**config.mk**
```make
export PLATFORM = sky130hd
export DESIGN_NAME = free_list_flat
export DESIGN_NICKNAME = d
export VERILOG_FILES = /design/src/rtl/free_list_if.sv /design/src/rtl/free_list.sv /design/src/flat_wrapper.sv
export SDC_FILE = /design/constraint.sdc
export NUM_CORES = 2
export LEC_CHECK = 0
export BUFFER_PORTS_ARGS = -buffer_cell sky130_fd_sc_hd__buf_2
export CAP_MARGIN = 20
export CORE_AREA = 3 3 340 342
export CTS_BUF_LIST = sky130_fd_sc_hd__clkbuf_8
export DETAILED_ROUTE_END_ITERATION = 7
export DIE_AREA = 0 0 343 345
export HOLD_SLACK_MARGIN = 0.1
export SLEW_MARGIN = 20
export SYNTH_ARGS = -nofsm -noshare
export SYNTH_HDL_FRONTEND = slang
export SYNTH_SLANG_ARGS = --single-unit
```
**constraint.sdc**
```tcl
create_clock -name clk -period 25.1 [get_ports clk]
set_input_delay 0 -clock clk [delete_from_list [all_inputs] [get_ports clk]]
set_output_delay 0 -clock clk [all_outputs]
set_load 0.005 [all_outputs]
```
**src/rtl/free_list_if.sv**
```systemverilog
`default_nettype none
// ============================================================================
// Module   : free_list_if
// Purpose  : Rename/ROB-side bundle for the physical register free list.
// Revision : 1.0 - initial release
// ============================================================================
interface free_list_if #(
    parameter int PRW = 6
);
    logic [1:0]          alloc_en;
    logic [1:0]          alloc_rdy;
    logic [1:0][PRW-1:0] alloc_preg;
    logic [1:0]          rel_en;
    logic [1:0][PRW-1:0] rel_preg;
    logic [PRW:0]        free_cnt;
    logic [2:0]          err;

    modport master (
        output alloc_en, rel_en, rel_preg,
        input  alloc_rdy, alloc_preg, free_cnt, err
    );

    modport slave (
        input  alloc_en, rel_en, rel_preg,
        output alloc_rdy, alloc_preg, free_cnt, err
    );
endinterface
`default_nettype wire

```
**src/rtl/free_list.sv**
```systemverilog
`default_nettype none
// ============================================================================
// Module   : free_list
// Purpose  : Circular-queue physical register free list, 2 pops + 2 pushes/cycle.
// Revision : 1.0 - initial release
// ============================================================================
module free_list #(
    parameter int PRW   = 6,
    parameter int NARCH = 16
) (
    input  wire logic  clk,
    input  wire logic  rst,
    free_list_if.slave fl
);
    localparam int               c_NPREG    = 1 << PRW;
    localparam logic [PRW:0]     c_RST_CNT  = (PRW+1)'(c_NPREG - NARCH);
    localparam logic [PRW-1:0]   c_RST_TAIL = PRW'(c_NPREG - NARCH);
    localparam logic [PRW+1:0]   c_CAP      = (PRW+2)'(c_NPREG);

    logic [PRW-1:0]     r_queue [c_NPREG];
    logic [PRW-1:0]     r_head;
    logic [PRW-1:0]     r_tail;
    logic [c_NPREG-1:0] r_free_map;
    logic [PRW:0]       r_free_cnt;
    logic [2:0]         r_err;

    logic               w_alloc_bad;
    logic               w_underflow;
    logic [1:0]         w_pop_req;
    logic [1:0]         w_pop_n;
    logic [1:0]         w_push_n;
    logic [PRW-1:0]     w_head1;
    logic [PRW-1:0]     w_tail1;
    logic [PRW-1:0]     w_wr1_idx;
    logic [c_NPREG-1:0] w_map_pop;
    logic [c_NPREG-1:0] w_map_next;
    logic [PRW+1:0]     w_base;
    logic [PRW:0]       w_cnt_next;
    logic               w_dup0, w_dup1;
    logic               w_ovf0, w_ovf1;
    logic               w_acc0, w_acc1;
    logic [2:0]         w_err_next;

    assign w_head1 = r_head + PRW'(1);
    assign w_tail1 = r_tail + PRW'(1);

    always_comb begin
        w_alloc_bad = (fl.alloc_en == 2'b10);
        w_pop_req   = {1'b0, fl.alloc_en[0]} + {1'b0, fl.alloc_en[1] & fl.alloc_en[0]};
        w_underflow = w_alloc_bad || ((PRW+1)'(w_pop_req) > r_free_cnt);
        w_pop_n     = w_underflow ? 2'd0 : w_pop_req;

        // Duplicate detection uses the map after this cycle's pops, so a
        // register popped and released on the same edge is accepted.
        w_map_pop = r_free_map;
        if (w_pop_n != 2'd0) w_map_pop[r_queue[r_head]]  = 1'b0;
        if (w_pop_n == 2'd2) w_map_pop[r_queue[w_head1]] = 1'b0;

        w_base = (PRW+2)'(r_free_cnt) - (PRW+2)'(w_pop_n);

        w_dup0 = w_map_pop[fl.rel_preg[0]];
        w_ovf0 = (w_base + (PRW+2)'(1)) > c_CAP;
        w_acc0 = fl.rel_en[0] & ~w_dup0 & ~w_ovf0;

        w_dup1 = w_map_pop[fl.rel_preg[1]] | (w_acc0 & (fl.rel_preg[1] == fl.rel_preg[0]));
        w_ovf1 = (w_base + (PRW+2)'(w_acc0) + (PRW+2)'(1)) > c_CAP;
        w_acc1 = fl.rel_en[1] & ~w_dup1 & ~w_ovf1;

        w_map_next = w_map_pop;
        if (w_acc0) w_map_next[fl.rel_preg[0]] = 1'b1;
        if (w_acc1) w_map_next[fl.rel_preg[1]] = 1'b1;

        w_push_n   = {1'b0, w_acc0} + {1'b0, w_acc1};
        w_cnt_next = (PRW+1)'(w_base + (PRW+2)'(w_push_n));
        w_wr1_idx  = w_acc0 ? w_tail1 : r_tail;

        w_err_next = r_err | {
            (fl.rel_en[0] & w_dup0) | (fl.rel_en[1] & w_dup1),
            (fl.rel_en[0] & ~w_dup0 & w_ovf0) | (fl.rel_en[1] & ~w_dup1 & w_ovf1),
            w_underflow
        };
    end

    always_ff @(posedge clk or posedge rst) begin
        if (rst) begin
            r_head     <= '0;
            r_tail     <= c_RST_TAIL;
            r_free_cnt <= c_RST_CNT;
            r_err      <= '0;
            for (int i = 0; i < c_NPREG; i++) begin
                r_free_map[i] <= (i >= NARCH);
                r_queue[i]    <= (i < c_NPREG - NARCH) ? PRW'(NARCH + i) : '0;
            end
        end else begin
            r_head     <= r_head + PRW'(w_pop_n);
            r_tail     <= r_tail + PRW'(w_push_n);
            r_free_cnt <= w_cnt_next;
            r_free_map <= w_map_next;
            r_err      <= w_err_next;
            if (w_acc0) r_queue[r_tail]    <= fl.rel_preg[0];
            if (w_acc1) r_queue[w_wr1_idx] <= fl.rel_preg[1];
        end
    end

    assign fl.alloc_preg[0] = r_queue[r_head];
    assign fl.alloc_preg[1] = r_queue[w_head1];
    assign fl.alloc_rdy     = {r_free_cnt >= (PRW+1)'(2), r_free_cnt != '0};
    assign fl.free_cnt      = r_free_cnt;
    assign fl.err           = r_err;
endmodule
`default_nettype wire

```
**src/flat_wrapper.sv**
```systemverilog
// flat-port wrapper written by rule: the top's interface ports become plain ports
module free_list_flat 
#(
    parameter int PRW   = 6,
    parameter int NARCH = 16
)
  (clk, rst, fl_alloc_en, fl_rel_en, fl_rel_preg, fl_alloc_rdy, fl_alloc_preg, fl_free_cnt, fl_err);
  free_list_if #(.PRW(PRW)) fl_i ();
  input  wire logic clk;
  input  wire logic rst;
  input wire logic [$bits(fl_i.alloc_en)-1:0] fl_alloc_en;
  input wire logic [$bits(fl_i.rel_en)-1:0] fl_rel_en;
  input wire logic [$bits(fl_i.rel_preg)-1:0] fl_rel_preg;
  output wire logic [$bits(fl_i.alloc_rdy)-1:0] fl_alloc_rdy;
  output wire logic [$bits(fl_i.alloc_preg)-1:0] fl_alloc_preg;
  output wire logic [$bits(fl_i.free_cnt)-1:0] fl_free_cnt;
  output wire logic [$bits(fl_i.err)-1:0] fl_err;
  assign fl_i.alloc_en = fl_alloc_en;
  assign fl_i.rel_en = fl_rel_en;
  assign fl_i.rel_preg = fl_rel_preg;
  assign fl_alloc_rdy = fl_i.alloc_rdy;
  assign fl_alloc_preg = fl_i.alloc_preg;
  assign fl_free_cnt = fl_i.free_cnt;
  assign fl_err = fl_i.err;
  free_list #(.PRW(PRW), .NARCH(NARCH)) u_core (.clk(clk), .rst(rst), .fl(fl_i));
endmodule
```
==> key figures <==
Run status
  – Status: finished, final reports clean

Setup path
  – Nature of the critical path startpoint: flip-flop
  – Worst setup path category: reg2reg
  – Worst EP required: 25.74 ns
  – Worst EP arrival: 11.52 ns
  – Slowest CP cell: a211oi_1
  – Worst Path Max Fanout: 117
  – Worst stage delay on the critical path: between 1 and 1.5 ns
  – CP endpoint kind: flip-flop

STA
  – FMAX: 0.0919 GHz
  – Setup Skew: about 0.061 ns
  – Worst rel slew slack: between 10% and 20%
  – Worst slew pin tran: around 1.2 ns
  – Final Hold Viols: 0
  – RSZ-0062 raised after global routing: false
  – Setup tns final: 0 ns
  – Final setup fails: 0
  – Final Cycle Share: between 40% and 50%
  – Slew Viols, Final: 0
  – Fin crit period: 10.88 ns

Global routing
  – Initial antenna violation count: 4
  – GRT Total Usage: roughly 22%
  – Number of global-route vias before repair: around 28000
  – Largest net degree at the start of global routing: ~120
  – Global-route wire length before repair: ~200000 um
  – Grt total ovfl: 0

Clock network
  – Clock transition at path regs: 0.06 ns
  – Clock sink count: 470
  – # hold bufs at CTS: 22
  – Bufs on Longest Clock Path: 3
  – Root Buffer: clkbuf_8
  – # H-tree levels: 3
  – CTS tree: done
  – Post_cts resized: 0
  – CTS buffer count: 86
  – Clock Latency Late Sink: roughly 0.75 ns
  – Setup Buffers After CTS: 0

Final layout
  – Area occupied by registers: 0.0120 mm^2
  – Share of cells above drive strength 1: between 20 and 30%
  – Layout fillers: 11400
  – Nets: around 3000
  – Area delta synth->final: 9.63%
  – Final core utilization: between 30% and 40%
  – Footprint of the multi-input gates: roughly 0.020 mm^2

Die
  – IO Pins: 42
  – Initial Util: ~30%
  – Die Wd: 343 um
  – FP Rows: about 120
  – Die area: about 0.12 mm^2
  – Core area: approximately 0.11 mm^2
  – Die Span Y: ~350 um

Route
  – First drt pass iteration count: 6
  – DRC violations left: 0
  – Post-DR vias/cell: 6.16
  – Antenna Nets Post-Route: 0
  – Via count: 28000
  – DR iter-0 viols: 3392
  – Post-Route WL: roughly 130000 um
  – Routed wire per std cell: 29.6 um

Synthesis
  – Post-synth top area share: between 20 and 25%
  – Seq cells post-synth: 470
  – Simple-Gate Fraction of Synth Area: under 10%
  – Synth Warn #: 0
  – Top_reg_cell synth: dfrtp_1
  – Mapped Nets: roughly 3100
  – Compound-Gate Fraction of Synth Area: about an eighth
  – Commonest cells post-synth: mux2i_1 (768), dfrtp_1 (258), dfstp_2 (212), clkbuf_1 (159), mux4_2 (135)
  – Post-synthesis cell count: approximately 3100
  – Fraction of registers with async set/reset: 100%
  – Main combinational cell family by area after synthesis: multiplexers
  – Synth area leaders: mux2i_1 (23%), dfrtp_1 (19%), dfstp_2 (16%), mux4_2 (9.0%), mux2_2 (3.3%)
  – Count leader, synth: mux2i_1
  – Dominant cell type by area after synthesis: mux2i_1
  – EDFF count, synth: 0
  – Mapped Avg Cell Area: between 10 and 15 um^2
  – XOR/XNOR share of the synthesized area: 0.826%
  – Mapped Area: roughly 0.034 mm^2
  – Sequential fraction of the synthesis area: 35.6%
  – Netlist cell types: roughly 110
  – Post-synthesis adder-cell area fraction: less than 1%
  – Mux contribution to synthesized area: a little over a third

Placement
  – I/O Buffers: 41
  – Detailed placement HPWL: ~89000 um
  – Placer Congestion: roughly 1.0

Min path
  – Worst Hold Class: in2reg

Run
  – Max cap viols: 0

Power
  – Leakage power: between 15 and 20 nW
  – Power per cell area: 141 mW/mm^2
  – Worst IR drop on VDD: 0.113 mV
logic make-up (layout without fill, tap and decap cells):
kind of cell / after synthesis / in the layout
and+or+nand+nor: 583 / 583
adders and majority gates: 19 / 19
other: 0 / 1
muxes: 1020 / 1020
xor gates and xnor gates: 31 / 31
DFF: 470 / 470
AOI/OAI and AO/OA: 595 / 595
buffers and inverters: 337 / 322
layout make-up:
type                       count  share of cell area [%]
antenna                        1                 0.00676
clock buffer                 105                    3.90
clock inverter                51                   0.916
inverter                      42                   0.446
multi-input combinational   2248                    54.7
sequential                   470                    32.5
tap                         1500                    5.07
timing repair buffer         124                    2.47
cell usage in the layout (no fill, tap or decap), drive strengths merged, types with 28 or more instances in the layout:
cell type	instances
a211oi	43
a21oi	75
a31o	28
a31oi	28
buf	102
clkbuf	105
dfrtp	258
dfstp	212
inv	72
mux2	117
mux2i	768
mux4	135
nand2	143
nand2b	36
nand3	53
nor2	128
nor3	69
o21ai	137
o221ai	79
metrics by stage:
| stage | cell area (um^2) | worst slack, ns | power (mW) | cells | hold WS, ns |
|---|---|---|---|---|---|
| after global routing | 37000 | 14.01 | 5.43 | 4541 | 0.241 |
| after CTS | 37000 | 14.54 | 5.11 | 4540 | 0.147 |
| after global placement | 35000 | 14.52 | 4.27 | 4361 | 0.264 |
| after floorplan | 33800 | 12.34 | 3.38 | 3055 | 0.131 |
| after detailed placement | 35000 | 14.59 | 4.31 | 4362 | 0.255 |
| final | 37000 | 14.22 | 5.23 | 4541 | 0.215 |
registers in the layout, summed over array words and instances (netlist names):
name	flops
u_core.r_head	6
u_core.r_queue	384
u_core.r_tail	6
u_core.fl.err	3
u_core.fl.free_cnt	7
u_core.r_free_map	64
path summary, 6_finish.rpt:
path	start	end	slack, ns	depth (start not counted)
setup / recovery	u_core.r_head[0]	u_core.r_queue[285]	14.22	26
hold / removal	fl_rel_en[1]	u_core.fl.err[2]	0.22	4
setup reg to reg	u_core.r_head[0]	u_core.r_queue[285]	14.22	26
hold reg to reg	u_core.fl.free_cnt[5]	u_core.fl.free_cnt[5]	0.55	1
max in group asynchronous	rst	u_core.r_head[0]	21.37	7
min in group asynchronous	rst	u_core.r_queue[79]	0.61	4
power breakdown:
group | leakage, nW | total (mW) | switching (mW) | internal, mW
combinational | 8.48 | 2.94 | 1.85 | 1.09
sequential | 5.59 | 1.50 | 0.322 | 1.18
clock | 1.03 | 0.782 | 0.369 | 0.413
worst max-delay path, delay by kind of cell (launching register included):
family,cells,cell delay [ns]
buffers and inverters,4,1.74
and+or+nand+nor,8,3.49
AOI/OAI and AO/OA,10,3.18
adders and majority gates,2,0.54
DFF,1,0.80
muxes,2,0.84
layer usage:
metal  vias up  GRT usage [%]  part of all wire (%)
met5         -              0                     0
met4         0           12.1                   6.4
met3       484           6.47                    11
met2      1870           30.8                    41
met1     14100           30.4                    42
li1      11500              -                     -
(Power assumes the default switching activity.)
